===== src/rtl/alu_pkg.sv =====
// Shared opcode encoding and FSM state type for the serial ALU datapath.
package alu_pkg;

   typedef logic [1:0] alu_op_t;

   localparam alu_op_t OP_NOR = 2'b00;
   localparam alu_op_t OP_XOR = 2'b01;
   localparam alu_op_t OP_ADD = 2'b10;
   localparam alu_op_t OP_SUB = 2'b11;

   typedef enum logic [1:0] {
      ST_IDLE = 2'b00,
      ST_RUN  = 2'b01,
      ST_DONE = 2'b10
   } alu_state_t;

   function automatic logic is_arith(input alu_op_t op);
      return (op == OP_ADD) || (op == OP_SUB);
   endfunction

endpackage


===== src/rtl/alu1bit.sv =====
// One-bit ALU slice: NOR/XOR/ADD/SUB, purely combinational, no flow control.
// The carry/borrow output is 0 for logic ops so a chain of slices never leaks carry.
module alu1bit
   import alu_pkg::*;
(
   input  logic    a,
   input  logic    b,
   input  logic    cin,
   input  alu_op_t op,
   output logic    s,
   output logic    cout
);

   always_comb begin
      s    = 1'b0;
      cout = 1'b0;
      case (op)
         OP_NOR: s = ~(a | b);
         OP_XOR: s = a ^ b;
         OP_ADD: begin
            s    = a ^ b ^ cin;
            cout = (a & b) | (a & cin) | (b & cin);
         end
         OP_SUB: begin
            s    = a ^ b ^ cin;
            cout = (~a & b) | (~a & cin) | (b & cin);
         end
         default: begin
            s    = 1'b0;
            cout = 1'b0;
         end
      endcase
   end

endmodule


===== src/rtl/alu_serial.sv =====
// Serial ALU stepping LANES slices per cycle over WIDTH-bit operands; start/done handshake.
// Latency WIDTH/LANES cycles of busy, then a one-cycle done; start is ignored while busy.
module alu_serial
   import alu_pkg::*;
#(
   parameter int WIDTH = 8,
   parameter int LANES = 1
)(
   input  logic             clk,
   input  logic             rst,
   input  logic             start,
   input  logic [WIDTH-1:0] a,
   input  logic [WIDTH-1:0] b,
   input  logic             cin,
   input  logic [1:0]       op,
   output logic             busy,
   output logic             done,
   output logic [WIDTH-1:0] s,
   output logic             cout,
   output logic             zero
);

   localparam int STEPS = WIDTH / LANES;
   localparam int CW    = (STEPS > 1) ? $clog2(STEPS) : 1;
   localparam logic [WIDTH-1:0] LANE_MASK = WIDTH'({LANES{1'b1}});

   alu_state_t       state_q, state_d;
   logic [CW-1:0]    cnt_q, cnt_d;
   logic [WIDTH-1:0] a_q, a_d;
   logic [WIDTH-1:0] b_q, b_d;
   alu_op_t          op_q, op_d;
   logic             carry_q, carry_d;
   logic [WIDTH-1:0] s_q, s_d;
   logic             cout_q, cout_d;
   logic             zero_q, zero_d;

   logic [LANES-1:0] lane_a, lane_b, lane_s;
   logic [LANES:0]   lane_c;
   int               shamt;

   assign shamt  = int'(cnt_q) * LANES;
   assign lane_a = LANES'(a_q >> shamt);
   assign lane_b = LANES'(b_q >> shamt);
   assign lane_c[0] = carry_q;

   for (genvar i = 0; i < LANES; i++) begin : g_lane
      alu1bit u_bit (
         .a    (lane_a[i]),
         .b    (lane_b[i]),
         .cin  (lane_c[i]),
         .op   (op_q),
         .s    (lane_s[i]),
         .cout (lane_c[i+1])
      );
   end

   always_comb begin
      state_d = state_q;
      cnt_d   = cnt_q;
      a_d     = a_q;
      b_d     = b_q;
      op_d    = op_q;
      carry_d = carry_q;
      s_d     = s_q;
      cout_d  = cout_q;
      zero_d  = zero_q;

      case (state_q)
         ST_IDLE, ST_DONE: begin
            if (start) begin
               state_d = ST_RUN;
               a_d     = a;
               b_d     = b;
               op_d    = alu_op_t'(op);
               carry_d = is_arith(alu_op_t'(op)) ? cin : 1'b0;
               cnt_d   = '0;
               s_d     = '0;
               cout_d  = 1'b0;
               zero_d  = 1'b0;
            end else if (state_q == ST_DONE) begin
               state_d = ST_IDLE;
            end
         end
         ST_RUN: begin
            s_d     = (s_q & ~(LANE_MASK << shamt)) | (WIDTH'(lane_s) << shamt);
            carry_d = is_arith(op_q) ? lane_c[LANES] : 1'b0;
            cnt_d   = cnt_q + CW'(1);
            // Flags are committed together with the final slice so they are valid in DONE.
            if (cnt_q == CW'(STEPS - 1)) begin
               state_d = ST_DONE;
               cnt_d   = '0;
               cout_d  = carry_d;
               zero_d  = (s_d == '0);
            end
         end
         default: state_d = ST_IDLE;
      endcase
   end

   always_ff @(posedge clk or posedge rst) begin
      if (rst) begin
         state_q <= ST_IDLE;
         cnt_q   <= '0;
         a_q     <= '0;
         b_q     <= '0;
         op_q    <= OP_NOR;
         carry_q <= 1'b0;
         s_q     <= '0;
         cout_q  <= 1'b0;
         zero_q  <= 1'b0;
      end else begin
         state_q <= state_d;
         cnt_q   <= cnt_d;
         a_q     <= a_d;
         b_q     <= b_d;
         op_q    <= op_d;
         carry_q <= carry_d;
         s_q     <= s_d;
         cout_q  <= cout_d;
         zero_q  <= zero_d;
      end
   end

   assign busy = (state_q == ST_RUN);
   assign done = (state_q == ST_DONE);
   assign s    = s_q;
   assign cout = cout_q;
   assign zero = zero_q;

endmodule

===== config.mk =====
export PLATFORM = sky130hd
export DESIGN_NAME = alu_serial
export DESIGN_NICKNAME = d
export VERILOG_FILES = /design/src/rtl/alu_pkg.sv /design/src/rtl/alu1bit.sv /design/src/rtl/alu_serial.sv
export SDC_FILE = /design/constraint.sdc
export NUM_CORES = 1
export LEC_CHECK = 0
export BUFFER_PORTS_ARGS = -buffer_cell sky130_fd_sc_hd__buf_4
export CAP_MARGIN = 40
export CORE_UTILIZATION = 40
export DETAILED_ROUTE_END_ITERATION = 8
export PLACE_DENSITY = 0.64
export SKIP_CTS_REPAIR_TIMING = 1
export SLEW_MARGIN = 10
export SYNTH_ARGS = -nofsm -noshare
export SYNTH_HDL_FRONTEND = slang
export SYNTH_SLANG_ARGS = --single-unit

===== constraint.sdc =====
create_clock -name clk -period 3 [get_ports clk]
set_clock_uncertainty 0.1 [all_clocks]
set_input_delay 0.15 -clock clk [delete_from_list [all_inputs] [get_ports clk]]
set_output_delay 0.15 -clock clk [all_outputs]
set_load 0.02 [all_outputs]

## Word level (Yosys, flattened, before mapping)

Index checks and enable logic that the tools add are counted.

- Muxes and demuxes: 20
- Reductions and logical operators: 12
- Bitwise operators: 17
- Equal/unequal tests: 11
- Add/subtract/negate cells: 1
- Shift-type cells: 4

Operators with widths:

| kind | number |
|---|---|
| 8-bit one-hot mux with 2 select lines | 1 |
| 8-bit by 3-bit right shift with 1-bit output | 2 |
| 2-bit == test, second input constant | 5 |
| 8-bit AND | 1 |
| 8-bit zero test | 1 |
| 8-bit two-way mux | 1 |
| 8-bit NOT | 1 |
| 8-bit bitwise OR | 1 |
| 1-bit one-hot mux with 2 select lines | 4 |
| 1-bit by 3-bit left shift with 8-bit output | 1 |
| 1-bit by 3-bit left shift with 8-bit output, first input constant | 1 |
| 1-bit two-way mux | 6 |
| 2-bit two-way mux | 3 |
| 3-bit two-way mux | 2 |
| 3-bit one-hot mux with 2 select lines | 1 |
| 2-bit AND reduction | 3 |
| 1-bit AND | 5 |
| 1-bit bitwise OR | 5 |
| 2-bit by 1-bit == test with 1-bit output, second input constant | 2 |
| 2-bit zero test | 2 |
| 2-bit one-hot mux with 2 select lines | 1 |
| 2-bit OR reduction | 2 |
| 3-bit by 1-bit adder with 3-bit output, second input constant | 1 |
| 3-bit == test, second input constant | 1 |
| 9 further kinds | 12 |

- Word-level logic and storage cells: 74
- Register bits: 34
- Output and inout bits: 12

## Depth between registers and ports, before layout

- Depth after elaboration: 9
- Mapped depth: 10
- Depth with buffers taken out: 9

## Modules after synthesis

From an unflattened synthesis, not the netlist that was laid out.

- Cells, all modules: 191
- Area, all modules: 1,761.7 um^2

Modules (own cells, without submodules):

| module | cells an instance | times used | area each (um^2) | sequential area each (um^2) |
|---|---|---|---|---|
| alu_serial | 175 | 1 | 1,655.3 | 850.8 |
| alu1bit | 16 | 1 | 106.4 | 0.0 |

## Least setup slack after synthesis

Ideal clock, no wire load.

- Kind: reg-to-reg
- From: reg cnt_q[0]
- To: reg s_q[0] (netlist: s[0])
- Data arrival time: 2.409 ns
- Buffers on the path: 0
- Cell stages (with the launch flop): 9
- Setup time: 0.121 ns
- Period minus slack after synthesis: 2.630 ns
- Slack: 0.370 ns
- Cell sequence: dfrtp_1 > mux4_1 > mux2_4 > inv_1 > ha_1 > mux2_2 > mux2i_1 > o41ai_1 > a22o_1

- Cells in the longest elaborated chain, start to end: 7
- Elaborated cells between the ends (all ways): 13
- Those cells by class: shift: 4; mux: 2; bitwise: 7

Ends and longest elaborated chain:

| element | RTL line | source |
|---|---|---|
| start, declared | alu_serial.sv:28 | `logic [CW-1:0] cnt_q, cnt_d;` |
| start signal, assigned | alu_serial.sv:113 | `cnt_q <= cnt_d;` |
| 8-bit by 3-bit right shift with 1-bit output (on tied branches) | alu_serial.sv:42, alu_serial.sv:43 |  |
| 1-bit bitwise XOR / 1-bit bitwise OR (equally long branches) | - |  |
| 1-bit bitwise XOR / 1-bit NOT (equally long branches) | alu1bit.sv:21, alu1bit.sv:25, alu1bit.sv:18 |  |
| 1-bit one-hot mux with 3 select lines | alu1bit.sv:17 | `case (op)` |
| 1-bit by 3-bit left shift with 8-bit output | alu_serial.sv:85 | `s_d = (s_q & ~(LANE_MASK << shamt)) \| (WIDTH'(lane_s) << shamt);` |
| 8-bit bitwise OR (*) | alu_serial.sv:85 |  |
| 8-bit one-hot mux with 2 select lines (*) | alu_serial.sv:68 | `case (state_q)` |
| end signal, assigned | alu_serial.sv:108 | `s_q <= '0;` |
| end signal, assigned | alu_serial.sv:118 | `s_q <= s_d;` |
| end, declared | alu_serial.sv:33 | `logic [WIDTH-1:0] s_q, s_d;` |

Every way passes the cells marked *; elsewhere a longest branch is shown, timed or not.
A chain may end at the register's enable or synchronous reset.

## Final worst setup path

Ends and elaborated chain as after synthesis.

==> results.ini <==
[outcome]
outcome = finished, final reports clean

[logic_synthesis]
synth-edff-count = 0
syn-num-nets = 191
async_flop_share = 1.00
synth_area_leaders = dfrtp_1, mux2_2, ha_1
yosysMostFrequentCell = dfrtp_1
synth_top_cell_area_share = 0.471
synth_warnings = 0
yosys.area.top_type = dfrtp_1
ys_ff_latch = 34
yosys-top-cells-count = dfrtp_1, mux2_2, inv_1, nand2_1, ha_1
yosysSeqAreaShare = 0.471
synthFlopType = dfrtp_1
avgSynthCellArea_um2 = 11.3
synth_cells = 160
syn_area_um2 = 1810
yosysUniqueCellTypes = 33

[route]
vias = 1456
via_per_inst = 5.45
initialDrtViolationCount = 139
drc = 0
avgRoutedWirePerCell_um = 15.4
drt-pass1-iter-count = 4
routed_wl_um = 4110
ant_nets = 0

[cts]
clockRootBuffer = clkbuf_8
cts_tree = yes
clkSlewWorstSetupHoldPaths_ps = 70
htreeDepth = 2
clock_latency_ps = 290
cts_sinks = 34
cts_buffers = 5
cts_buffer_depth = 2

[floorplan]
rows = 24
die_y_um = 69.2
core_um2 = 4350
dieArea_um2 = 4790
io_pins = 34
start_util = 0.415
die_w_um = 69.2

[sta]
setup_slack_ps = 218
grt_setup_unrepaired = false
tns_ps = 0
holdWs_ps = 1.53
slew_headroom = 0.554
setup_viol = 0
maxSlewViolCount = 0
min_period_over_period = 0.927
hold_violations = 0
tightestPinTransition_ps = 669
fin_crit_ps = 2780
fmax_ghz = 0.359

[setup_path]
cp.arrival_ps = 2860
cp_slowest_cell = mux4_1
cp_max_fo = 6
worst_setup_path_end_kind = register
slowest_delay_ps = 570
worstSetupPathType = reg -> reg
cp-start-kind = register
cp_top_family = multiplexers
crit_chain = mux4_1 -> mux2_4 -> inv_1 -> ha_1 -> mux2_2 -> mux2i_1 -> o41ai_1 -> a22o_1
cp.buffers_inverters = 1
required_ps = 3080

[layout]
layout-drive-gt1-share = 0.326
seq_area_um2 = 851
fillers = 388
n_antenna_cell = 0
areaGrowthSynthToFinish_pct = 32.4
multi_input_area_um2 = 877
final_core_util = 0.549
final_net_count = 245

[grt]
first_global_vias = 1454
grt_pass1_wl_um = 6780
overflow = 0
grt_max_degree = 21
track_usage = 0.180
antenna_found_initial = 0

[hold_path]
hold_class = in -> reg

[power_and_ir_drop]
finalPower_mw = 2.60
p_leak_nw = 1.10
irDropWorstVdd_v = 0.000529
powerDensity_nw_per_um2 = 1090

[job]
max_cap_violations = 0

[placement]
dpl.hpwl_um = 3030
place.gp.congestion = 0.911
io_buffer_count = 33
pre_cts_slack_ps = 253

metal layers:
layer	routed length (µm)	global-route usage	vias to the layer above
met5	0	0	-
met3	228	0.0509	8
met4	50	0.0794	0
met1	1720	0.209	698
met2	2110	0.309	60
li1	-	-	690
registers in the layout, summed over array words and instances, names as in the netlist:
signal   flops
cnt_q        3
a_q          8
b_q          8
s            8
cout         1
op_q         2
zero         1
carry_q      1
state_q      2
worst paths after layout:
kind	startpoint	end	slack, ps	cells after the start
worst max register to register	cnt_q[0]	s[0]	220	8
max in group asynchronous	rst	state_q[1]	1690	4
min in group asynchronous	rst	b_q[5]	420	3
worst min register to register	s[7]	s[7]	390	2
worst min-delay path	a[1]	a_q[1]	2	2
worst max-delay path	cnt_q[0]	s[0]	220	8
final cells by class:
class                           instances  share of cell area
Multi-Input combinational cell        105               0.367
Sequential cell                        34               0.356
Timing Repair Buffer                   56               0.194
Clock buffer                            7              0.0361
Tap cell                               52              0.0272
Inverter                               12              0.0188
Clock inverter                          1             0.00209
placed cells by master, fill, tap and decap left out, types with 3 or more instances in the layout:
master / Yosys / routed
buf_4: 0 / 39
dfrtp_1: 34 / 34
mux2_2: 21 / 21
dlygate4sd3_1: 0 / 17
inv_1: 12 / 12
nand2_1: 11 / 11
ha_1: 9 / 9
o21ai_0: 8 / 8
clkbuf_8: 0 / 6
mux2i_1: 5 / 5
nand3_1: 4 / 4
nor2_1: 4 / 4
nor2b_1: 4 / 3
nor3_1: 3 / 3
a21oi_1: 3 / 3
o31ai_1: 3 / 3
o41ai_1: 3 / 3
a22o_1: 3 / 3
a21boi_0: 3 / 3
a41oi_1: 3 / 3
power by group:
group / switching (mW) / total, mW / leakage (nW) / internal (mW)
Clock: 0.168 / 0.353 / 0.0482 / 0.185
Sequential: 0.159 / 0.828 / 0.418 / 0.669
Combinational: 0.754 / 1.42 / 0.637 / 0.665
kinds of logic after synthesis:
group,share of synthesized area
multiplexers,0.196
adder cells (fa/ha/maj),0.0623
AND/OR/NAND/NOR,0.0783
flip-flops,0.471
XOR/XNOR,0.00485
buffers and inverters,0.0450
AO/OA/AOI/OAI,0.143
through the flow:
stage,instances,instance area (µm²)
after floorplan,160,1810
after global placement,242,2130
after detailed placement,242,2130
after CTS,250,2220
after global routing,267,2390
final,267,2390
Note: power is estimated with default switching activity, not from simulation.
